## src/rtl/rgmii_rx_decode_pkg.sv

```systemverilog
// Shared ethernet receive definitions: link speed encodings and the
// nibble-assembly FSM state type used by the RGMII receive decoder.
package rgmii_rx_decode_pkg;

    localparam logic [1:0] SPEED_10   = 2'b00;
    localparam logic [1:0] SPEED_100  = 2'b01;
    localparam logic [1:0] SPEED_1000 = 2'b10;

    // LO: the next nibble is a low nibble; HI: a low nibble is held, awaiting its high half.
    typedef enum logic [1:0] {
        ST_IDLE = 2'b00,
        ST_LO   = 2'b01,
        ST_HI   = 2'b10
    } rx_state_t;

endpackage

```

## src/rtl/rgmii_rx_decode.sv

```systemverilog
// RGMII receive decoder: turns IDDR rising/falling samples into GMII bytes
// (1000 mode) or assembles nibble pairs (10/100 mode), and captures in-band status.
module rgmii_rx_decode
    import rgmii_rx_decode_pkg::*;
(
    input  logic       clk,
    input  logic       rst_n,
    input  logic [4:0] q1,
    input  logic [4:0] q2,
    input  logic [1:0] speed,
    output logic [7:0] gmii_rxd,
    output logic       gmii_rx_dv,
    output logic       gmii_rx_er,
    output logic       gmii_strobe,
    output logic       link_up,
    output logic [1:0] link_speed,
    output logic       full_duplex,
    output logic       nibble_err
);

    rx_state_t  state;
    logic [1:0] speed_q;
    logic [3:0] lo_nib;
    logic       lo_er;
    logic       dv;
    logic       er;
    logic       gig;

    assign dv  = q1[4];
    assign er  = q1[4] ^ q2[4];
    // Bit 1 set covers both 1000 and the reserved 2'b11 encoding.
    assign gig = speed_q[1];

    always_ff @(posedge clk or negedge rst_n) begin
        if (!rst_n) begin
            state       <= ST_IDLE;
            speed_q     <= SPEED_1000;
            lo_nib      <= 4'h0;
            lo_er       <= 1'b0;
            gmii_rxd    <= 8'h00;
            gmii_rx_dv  <= 1'b0;
            gmii_rx_er  <= 1'b0;
            gmii_strobe <= 1'b0;
            nibble_err  <= 1'b0;
            link_up     <= 1'b0;
            link_speed  <= 2'b00;
            full_duplex <= 1'b0;
        end else begin
            gmii_strobe <= 1'b0;
            nibble_err  <= 1'b0;

            // Speed is only re-sampled between frames so a frame never changes mode.
            if (state == ST_IDLE && !dv) begin
                speed_q <= speed;
            end

            if (!dv && !er) begin
                link_up     <= q1[0];
                link_speed  <= q1[2:1];
                full_duplex <= q1[3];
            end

            if (gig) begin
                gmii_strobe <= 1'b1;
                gmii_rxd    <= {q2[3:0], q1[3:0]};
                gmii_rx_dv  <= dv;
                gmii_rx_er  <= er;
                state       <= dv ? ST_LO : ST_IDLE;
            end else begin
                case (state)
                    ST_IDLE, ST_LO: begin
                        if (dv) begin
                            lo_nib <= q1[3:0];
                            lo_er  <= er;
                            state  <= ST_HI;
                        end else begin
                            state  <= ST_IDLE;
                        end
                    end
                    ST_HI: begin
                        gmii_strobe <= 1'b1;
                        gmii_rx_dv  <= 1'b1;
                        if (dv) begin
                            gmii_rxd   <= {q1[3:0], lo_nib};
                            gmii_rx_er <= lo_er | er;
                            state      <= ST_LO;
                        end else begin
                            // Frame ended with only a low nibble: flush it flagged as an error.
                            gmii_rxd   <= {4'h0, lo_nib};
                            gmii_rx_er <= 1'b1;
                            nibble_err <= 1'b1;
                            state      <= ST_IDLE;
                        end
                    end
                    default: begin
                        state <= ST_IDLE;
                    end
                endcase
            end
        end
    end

endmodule

```

## config.mk

```make
export PLATFORM = sky130hd
export DESIGN_NAME = rgmii_rx_decode
export DESIGN_NICKNAME = d
export VERILOG_FILES = /design/src/rtl/rgmii_rx_decode_pkg.sv /design/src/rtl/rgmii_rx_decode.sv
export SDC_FILE = /design/constraint.sdc
export NUM_CORES = 1
export LEC_CHECK = 0
export ABC_AREA = 0
export BUFFER_PORTS_ARGS = -buffer_cell sky130_fd_sc_hd__buf_4
export CAP_MARGIN = 20
export CORE_MARGIN = 5
export CORE_UTILIZATION = 30
export CTS_CLUSTER_DIAMETER = 60
export DETAILED_ROUTE_END_ITERATION = 8
export SLEW_MARGIN = 20
export SYNTH_ARGS = -nofsm -noshare
export SYNTH_HDL_FRONTEND = slang
export SYNTH_SLANG_ARGS = --single-unit
```

## constraint.sdc

```tcl
create_clock -name clk -period 2.52 [get_ports clk]
set_input_delay 0.504 -clock clk [delete_from_list [all_inputs] [get_ports clk]]
set_output_delay 0.504 -clock clk [all_outputs]
set_load 0.02 [all_outputs]
```

==> tab_implementation.tex, run 1 <==
\begin{tabular}{lr}
\hline
Metric & Value \\
\hline
\multicolumn{2}{l}{\textbf{Status}} \\
\quad Run status & completed \\
\multicolumn{2}{l}{\textbf{Global route}} \\
\quad GRT overflow & 0 \\
\quad Via count of the first global-routing pass & 695 \\
\quad First-pass GRT wire length & 3390 um \\
\quad Pin count of the biggest net entering global routing & 25 \\
\quad Antenna violations before repair & 0 \\
\quad Global Route Usage Sum & 0.101 \\
\multicolumn{2}{l}{\textbf{Synth}} \\
\quad Post-synthesis compound-gate area fraction & 0.0902 \\
\quad Main flop type after synthesis & dfrtp\_1 \\
\quad Yosys warning count & 0 \\
\quad Adder and majority gate portion of the synthesized area & 0.0125 \\
\quad Leading area contributor after synthesis & dfrtp\_1 \\
\quad Commonest cells in the netlist & 23 x dfrtp\_1, 10 x mux2\_2, 9 x nand2\_1 \\
\quad Unique cell type count in the Yosys netlist & 20 \\
\quad Average instance area after synthesis & 12.6 um\^{}2 \\
\quad Number of nets produced by synthesis & 94 \\
\quad Number of enable flip-flop cells after synthesis & 0 \\
\quad Post-Syn Instances & 79 \\
\quad Mux share of post-synthesis cell area & 0.153 \\
\quad Xor/xnor cell area share of the yosys netlist & 0 \\
\quad Proportion of synthesized flip-flops having asynchronous set or reset & 1.00 \\
\quad Number of register bits inferred by synthesis & 24 \\
\quad Mapped cell area & between 900 and 1000 um\^{}2 \\
\quad Share of Yosys cell area claimed by the top area cell type & 0.576 \\
\quad Dominant combinational cell family by area after synthesis & multiplexers \\
\quad Library cell with the highest instance count after synthesis & dfrtp\_1 \\
\quad Register area share after synthesis & 0.603 \\
\quad Synth area leaders & dfrtp\_1 58\%, mux2\_2 11\%, and4b\_2 4.5\%, mux2i\_1 4.0\%, o21ai\_0 4.0\% \\
\quad Simple-gate portion of the synthesized area & 0.115 \\
\multicolumn{2}{l}{\textbf{STA}} \\
\quad Relative slew slack & 0.591 \\
\quad Total Negative Setup Slacks & 0 ns \\
\quad Setup Viol. Count Final & 0 \\
\quad Actual transition at the worst max-transition pin & 0.614 ns \\
\quad Worst clock skew & around 0.011 ns \\
\quad Final WS setup & 0.950 ns \\
\quad Max frequency & around 640 MHz \\
\quad Fin crit share & 0.623 \\
\quad Period minus WS final & between 1.5 and 2 ns \\
\quad Setup repair after global routing missed its margin & no \\
\quad Slew Limit Fails & 0 \\
\quad Hold Vio Cnt, Final & 0 \\
\multicolumn{2}{l}{\textbf{Placed design}} \\
\quad Final weighted congestion in routability-driven placement & roughly 0.70 \\
\quad Number of buffers inserted by port buffering & 28 \\
\quad HPWL Detailed & 1510 um \\
\quad Placement Cell Area & approximately 1300 um\^{}2 \\
\quad Place WS & approximately 0.96 ns \\
\multicolumn{2}{l}{\textbf{Layout}} \\
\quad Area added between synthesis and finish & 30.6\% \\
\quad Proportion of layout cells with a drive suffix above 1 & 0.454 \\
\quad Post-route design area & $\sim$1300 um\^{}2 \\
\quad Final \#Nets & 124 \\
\quad Count of fill cells added during filler insertion & about 330 \\
\quad Antenna fix cells & 0 \\
\quad Final design utilization & 0.397 \\
\multicolumn{2}{l}{\textbf{Setup path}} \\
\quad Required time of the critical path & 2.73 ns \\
\quad Worst-path fanout max & 13 \\
\quad Crit Path Class & reg -> reg \\
\quad Nature of the critical path endpoint & flip-flop \\
\quad Element type at the critical path start & flip-flop \\
\quad Arrival @ worst endpoint & 1.78 ns \\
\multicolumn{2}{l}{\textbf{CTS}} \\
\quad Number of CTS-inserted buffers & 3 \\
\quad Clock H-tree levels & 1 \\
\quad Post-CTS sizing & 0 \\
\quad Root buffer selected by CTS & clkbuf\_4 \\
\quad Clock insertion delay at the later pin of the skew report & 0.31 ns \\
\quad Setup Fix Bufs, Post-CTS & 0 \\
\quad Number of buffers added to fix hold violations after cts & 0 \\
\quad TritonCTS clock tree & built \\
\quad Clock transition at path regs & 0.14 ns \\
\quad Bufs on Longest Clock Path & 2 \\
\quad Num Clock Sinks & 24 \\
\multicolumn{2}{l}{\textbf{Floorplan}} \\
\quad Initial core utilization & 0.304 \\
\quad Floorplan die width & 67.7 um \\
\quad Total I/O pin count & 30 \\
\quad Core outline area & 3280 um\^{}2 \\
\quad Std-Cell Rows & 21 \\
\quad Total Die Area & 4580 um\^{}2 \\
\quad Die extent in y & 67.7 um \\
\multicolumn{2}{l}{\textbf{Detailed routing}} \\
\quad Residual DRC count & 0 \\
\quad DR vias/cell & 4.46 \\
\quad Post-detailed-route count of antenna-violating nets & 0 \\
\quad Uppermost layer routed & met4 \\
\quad Routed wl met3 & 144 um \\
\quad WL met2 & 893 um \\
\quad Total detailed-routing wirelength & roughly 2100 um \\
\quad DRT met1 WL & 1010 um \\
\quad Vias after detailed routing & 687 \\
\quad Routed length per instance & 13.5 um \\
\quad Router iterations before antenna repair & 4 \\
\quad Number of DRC markers after the initial detailed-route iteration & 36 \\
\multicolumn{2}{l}{\textbf{Pwr}} \\
\quad Max IR drop VDD & 0.000418 V \\
\quad Power density over the cells & 1150 nW/um\^{}2 \\
\quad Leakage & roughly 0.00062 uW \\
\multicolumn{2}{l}{\textbf{Flow run}} \\
\quad Max-cap check violation count & 0 \\
\multicolumn{2}{l}{\textbf{Min path}} \\
\quad Class of the worst hold path & in -> async \\
\hline
\end{tabular}
-- worst max-delay path, stage by stage, from the launching register on --
cell	delay [ns]
dfrtp_1	0.51
nand2b_1	0.39
o31a_1	0.38
o22a_1	0.18
-- flip-flops by register name (all words and copies together), names as in the netlist --
signal	count
full_duplex	1
gmii_rx_dv	1
gmii_rx_er	1
gmii_rxd	8
gmii_strobe	1
link_speed	2
link_up	1
lo_er	1
lo_nib	4
nibble_err	1
speed_q	1
state	2
-- cells by family after synthesis --
group,Yosys count
AO/OA/AOI/OAI,16
adder cells (fa/ha/maj),1
buffers and inverters,6
flip-flops,24
multiplexers,14
AND/OR/NAND/NOR,18
-- per-stage QoR --
step | hold WS (ns) | std cells | power (uW)
after floorplan | 0.208 | 79 | 997
after detailed placement | 0.421 | 150 | 1240
after CTS | 0.0528 | 154 | 1520
final | 0.0557 | 154 | 1490
after global placement | 0.417 | 150 | 1220
after global routing | 0.0482 | 154 | 1590
-- metal layers --
layer	GRT usage	up-vias
li1	-	338
met1	0.136	324
met2	0.152	23
met3	0.0133	2
met4	0.0608	0
met5	0	-
-- cell usage in the layout, fill, tap and decap left out, types with 2 or more instances in the layout --
cell,synthesis,layout
buf_4,1,28
dfrtp_1,23,23
mux2_2,10,10
nand2_1,9,9
o21ai_0,8,8
a21oi_1,5,5
mux2i_1,4,4
and4b_2,4,4
clkbuf_4,0,3
inv_1,2,2
nor3_1,2,2
-- power by group --
| part | switching (uW) | total, uW | internal (uW) |
|---|---|---|---|
| sequential | 127 | 671 | 544 |
| combinational | 276 | 545 | 269 |
| clock | 116 | 277 | 161 |
| total | 519 | 1490 | 974 |
-- worst paths after layout --
kind | start | to | slack, ns | depth (start not counted)
worst max-delay path | state[1] | gmii_rx_er | 0.95 | 3
worst min-delay path | rst_n | nibble_err | 0.06 | 1
worst max register to register | state[1] | gmii_rx_er | 0.95 | 3
worst min register to register | lo_nib[2] | lo_nib[2] | 0.52 | 1
max in group asynchronous | rst_n | speed_q[1] | 2.18 | 1
min in group clk | q1[4] | nibble_err | 0.39 | 2
-- layout make-up --
cell class                 instances  area [um^2]  area share
clock buffer                       3         22.5      0.0173
clock inverter                     1         30.0      0.0230
inverter                           3         11.3     0.00864
multi-input combinational         49          370       0.284
sequential                        24          602       0.462
tap                               46         57.6      0.0441
timing repair buffer              28          210       0.161
No activity file was read; power rests on OpenSTA's default activity.
==> run 2: changes to the inputs <==
- clock period: 2.52 -> 1.6 ns (I/O delays scaled with it)
==> run 2 against run 1 <==
Against the previous run: global-route usage up 0.21 points; first-iteration DRC count grew 2.8%; sequential cell count stayed put; critical path depth is 1 higher; clock power is 1% lower; via count rose by 2.3%; utilization about the same; final area hardly changed; worst hold slack improved by 0.15 ns; final cell count up 1.9%; critical endpoint is now gmii_rxd[2]; largest power group unchanged; highest routed layer unchanged.
==> tab_implementation.tex, run 2 (same netlist as run 1, synthesis figures left out) <==
\begin{tabular}{lr}
\hline
Metric & Value \\
\hline
\multicolumn{2}{l}{\textbf{STA}} \\
\quad Worst clock skew & 0.00850 ns \\
\quad Period minus WS final & 1.42 ns \\
\quad Hold Vio Cnt, Final & 0 \\
\quad Fin crit share & 0.890 \\
\quad Total Negative Setup Slacks & 0 ns \\
\quad Actual transition at the worst max-transition pin & 0.404 ns \\
\quad Setup repair after global routing missed its margin & no \\
\quad Max frequency & 702 MHz \\
\quad Relative slew slack & 0.730 \\
\quad Setup Viol. Count Final & 0 \\
\quad Slew Limit Fails & 0 \\
\multicolumn{2}{l}{\textbf{Setup path}} \\
\quad Crit Path Class & reg -> reg \\
\quad Critical path's largest stage delay & 0.49 ns \\
\quad Element type at the critical path start & flip-flop \\
\quad Worst-path fanout max & 9 \\
\quad Critical path's slowest cell & dfrtp\_1 \\
\quad Number of buffer and inverter instances along the worst setup path & 1 \\
\quad Arrival @ worst endpoint & 1.62 ns \\
\quad Nature of the critical path endpoint & flip-flop \\
\quad Required time of the critical path & 1.79 ns \\
\quad Delay-heaviest family, CP & flip-flops \\
\quad Cell-by-cell listing of the critical path & nand2b\_1, buf\_4, mux2i\_1, o21ai\_0 \\
\multicolumn{2}{l}{\textbf{CTS}} \\
\quad Clock transition at path regs & between 0.1 and 0.15 ns \\
\quad Clock insertion delay at the later pin of the skew report & 0.31 ns \\
\quad Root buffer selected by CTS & clkbuf\_4 \\
\quad Setup Fix Bufs, Post-CTS & 0 \\
\quad Number of CTS-inserted buffers & 3 \\
\quad Post-CTS sizing & 0 \\
\quad Bufs on Longest Clock Path & 2 \\
\quad TritonCTS clock tree & built \\
\quad Clock H-tree levels & 1 \\
\quad Num Clock Sinks & 24 \\
\quad Number of buffers added to fix hold violations after cts & 1 \\
\multicolumn{2}{l}{\textbf{Detailed routing}} \\
\quad Routed wl met3 & 167 um \\
\quad Routed length per instance & between 10 and 15 um \\
\quad WL met2 & 972 um \\
\quad Post-detailed-route count of antenna-violating nets & 0 \\
\quad Router iterations before antenna repair & 4 \\
\quad DR vias/cell & between 4 and 5 \\
\quad Residual DRC count & 0 \\
\quad Vias after detailed routing & 703 \\
\quad DRT met1 WL & around 970 um \\
\quad Number of DRC markers after the initial detailed-route iteration & 37 \\
\quad Total detailed-routing wirelength & 2130 um \\
\quad Uppermost layer routed & met4 \\
\multicolumn{2}{l}{\textbf{Layout}} \\
\quad Largest regs & gmii\_rxd (8), lo\_nib (4) \\
\quad Area occupied by registers & 602 um\^{}2 \\
\quad Most common library cell in the layout ignoring fill and taps & buf\_4 \\
\quad Antenna fix cells & 0 \\
\quad Proportion of layout cells with a drive suffix above 1 & 0.450 \\
\quad Register containing the most flip-flops in the final layout & gmii\_rxd \\
\quad Most used cells in the layout excluding fill and tap cells & 30 x buf\_4, 23 x dfrtp\_1, 10 x mux2\_2, 9 x nand2\_1, 8 x o21ai\_0 \\
\quad Count of fill cells added during filler insertion & 332 \\
\quad Final \#Nets & 127 \\
\quad Area occupied by multi-input gates & 370 um\^{}2 \\
\quad Flip-flop count of the largest register after layout & 8 \\
\quad Area added between synthesis and finish & 30.5\% \\
\quad Final design utilization & 0.397 \\
\multicolumn{2}{l}{\textbf{Floorplan}} \\
\quad Std-Cell Rows & 21 \\
\quad Die extent in y & 67.7 um \\
\quad Core outline area & 3280 um\^{}2 \\
\quad Floorplan die width & roughly 68 um \\
\quad Initial core utilization & 0.304 \\
\quad Total Die Area & around 4600 um\^{}2 \\
\quad Total I/O pin count & 30 \\
\multicolumn{2}{l}{\textbf{Global route}} \\
\quad Global Route Usage Sum & 0.103 \\
\quad Pin count of the biggest net entering global routing & 25 \\
\quad First-pass GRT wire length & 3580 um \\
\quad Antenna violations before repair & 0 \\
\quad GRT overflow & 0 \\
\quad Via count of the first global-routing pass & between 700 and 800 \\
\multicolumn{2}{l}{\textbf{Pwr}} \\
\quad Leakage & 0.000622 uW \\
\quad Max IR drop VDD & between 0.0004 and 0.0005 V \\
\quad Power density over the cells & 1700 nW/um\^{}2 \\
\multicolumn{2}{l}{\textbf{Min path}} \\
\quad Class of the worst hold path & in -> reg \\
\multicolumn{2}{l}{\textbf{Flow run}} \\
\quad Max-cap check violation count & 0 \\
\multicolumn{2}{l}{\textbf{Placed design}} \\
\quad Final weighted congestion in routability-driven placement & 0.726 \\
\quad HPWL Detailed & between 1500 and 2000 um \\
\quad Number of buffers inserted by port buffering & 28 \\
\multicolumn{2}{l}{\textbf{Status}} \\
\quad Run status & completed \\
\hline
\end{tabular}
## run 2: metrics by stage
| stage | cells | hold WS (ns) | power, uW | area [um^2] | setup WS, ns |
|---|---|---|---|---|---|
| 6_report | 157 | 0.207 | 2210 | 1300 | 0.176 |
| 5_1_grt | 157 | 0.207 | 2370 | 1300 | 0.0647 |
| 4_1_cts | 157 | 0.202 | 2250 | 1300 | 0.169 |
| 3_5_place_dp | 152 | 0.238 | 1970 | 1270 | 0.190 |
| 3_3_place_gp | 152 | 0.233 | 1950 | 1270 | 0.212 |
| 2_1_floorplan | 79 | 0.0244 | 1570 | 998 | 0.412 |
## run 2: final cells by class
class | instances | share of cell area
inverters | 3 | 0.00865
multi-input cells | 49 | 0.284
well taps | 46 | 0.0442
flip-flops and latches | 24 | 0.462
repair buffers | 31 | 0.181
clock buffers | 4 | 0.0202
## run 2: report_power, final
part | internal, uW | switching (uW) | leakage [uW]
Sequential | 856 | 161 | 0.000286
Combinational | 447 | 476 | 0.000321
Clock | 97.2 | 176 | 0.0000150
Total | 1400 | 812 | 0.000622
## run 2: metal layers
layer | up-vias | global-route usage
li1 | 343 | -
met1 | 335 | 0.136
met2 | 23 | 0.166
met3 | 2 | 0.0150
met4 | 0 | 0.0456
met5 | - | 0
## run 2: tightest hold or removal path: cells and delay by family
family,cells,cell delay (ns)
buf+inv,1,0.08
compound gates,1,0.05
simple gates,1,0.04
## run 2: final timing paths
path | start | endpoint | depth (start not counted) | slack, ns
worst min-delay path | q2[0] | gmii_rxd[4] | 3 | 0.21
min in group asynchronous | rst_n | gmii_rxd[7] | 2 | 0.42
worst min register to register | lo_nib[3] | lo_nib[3] | 1 | 0.52
worst max register to register | state[1] | gmii_rxd[2] | 4 | 0.18
worst max-delay path | state[1] | gmii_rxd[2] | 4 | 0.18
max in group asynchronous | rst_n | speed_q[1] | 2 | 0.88
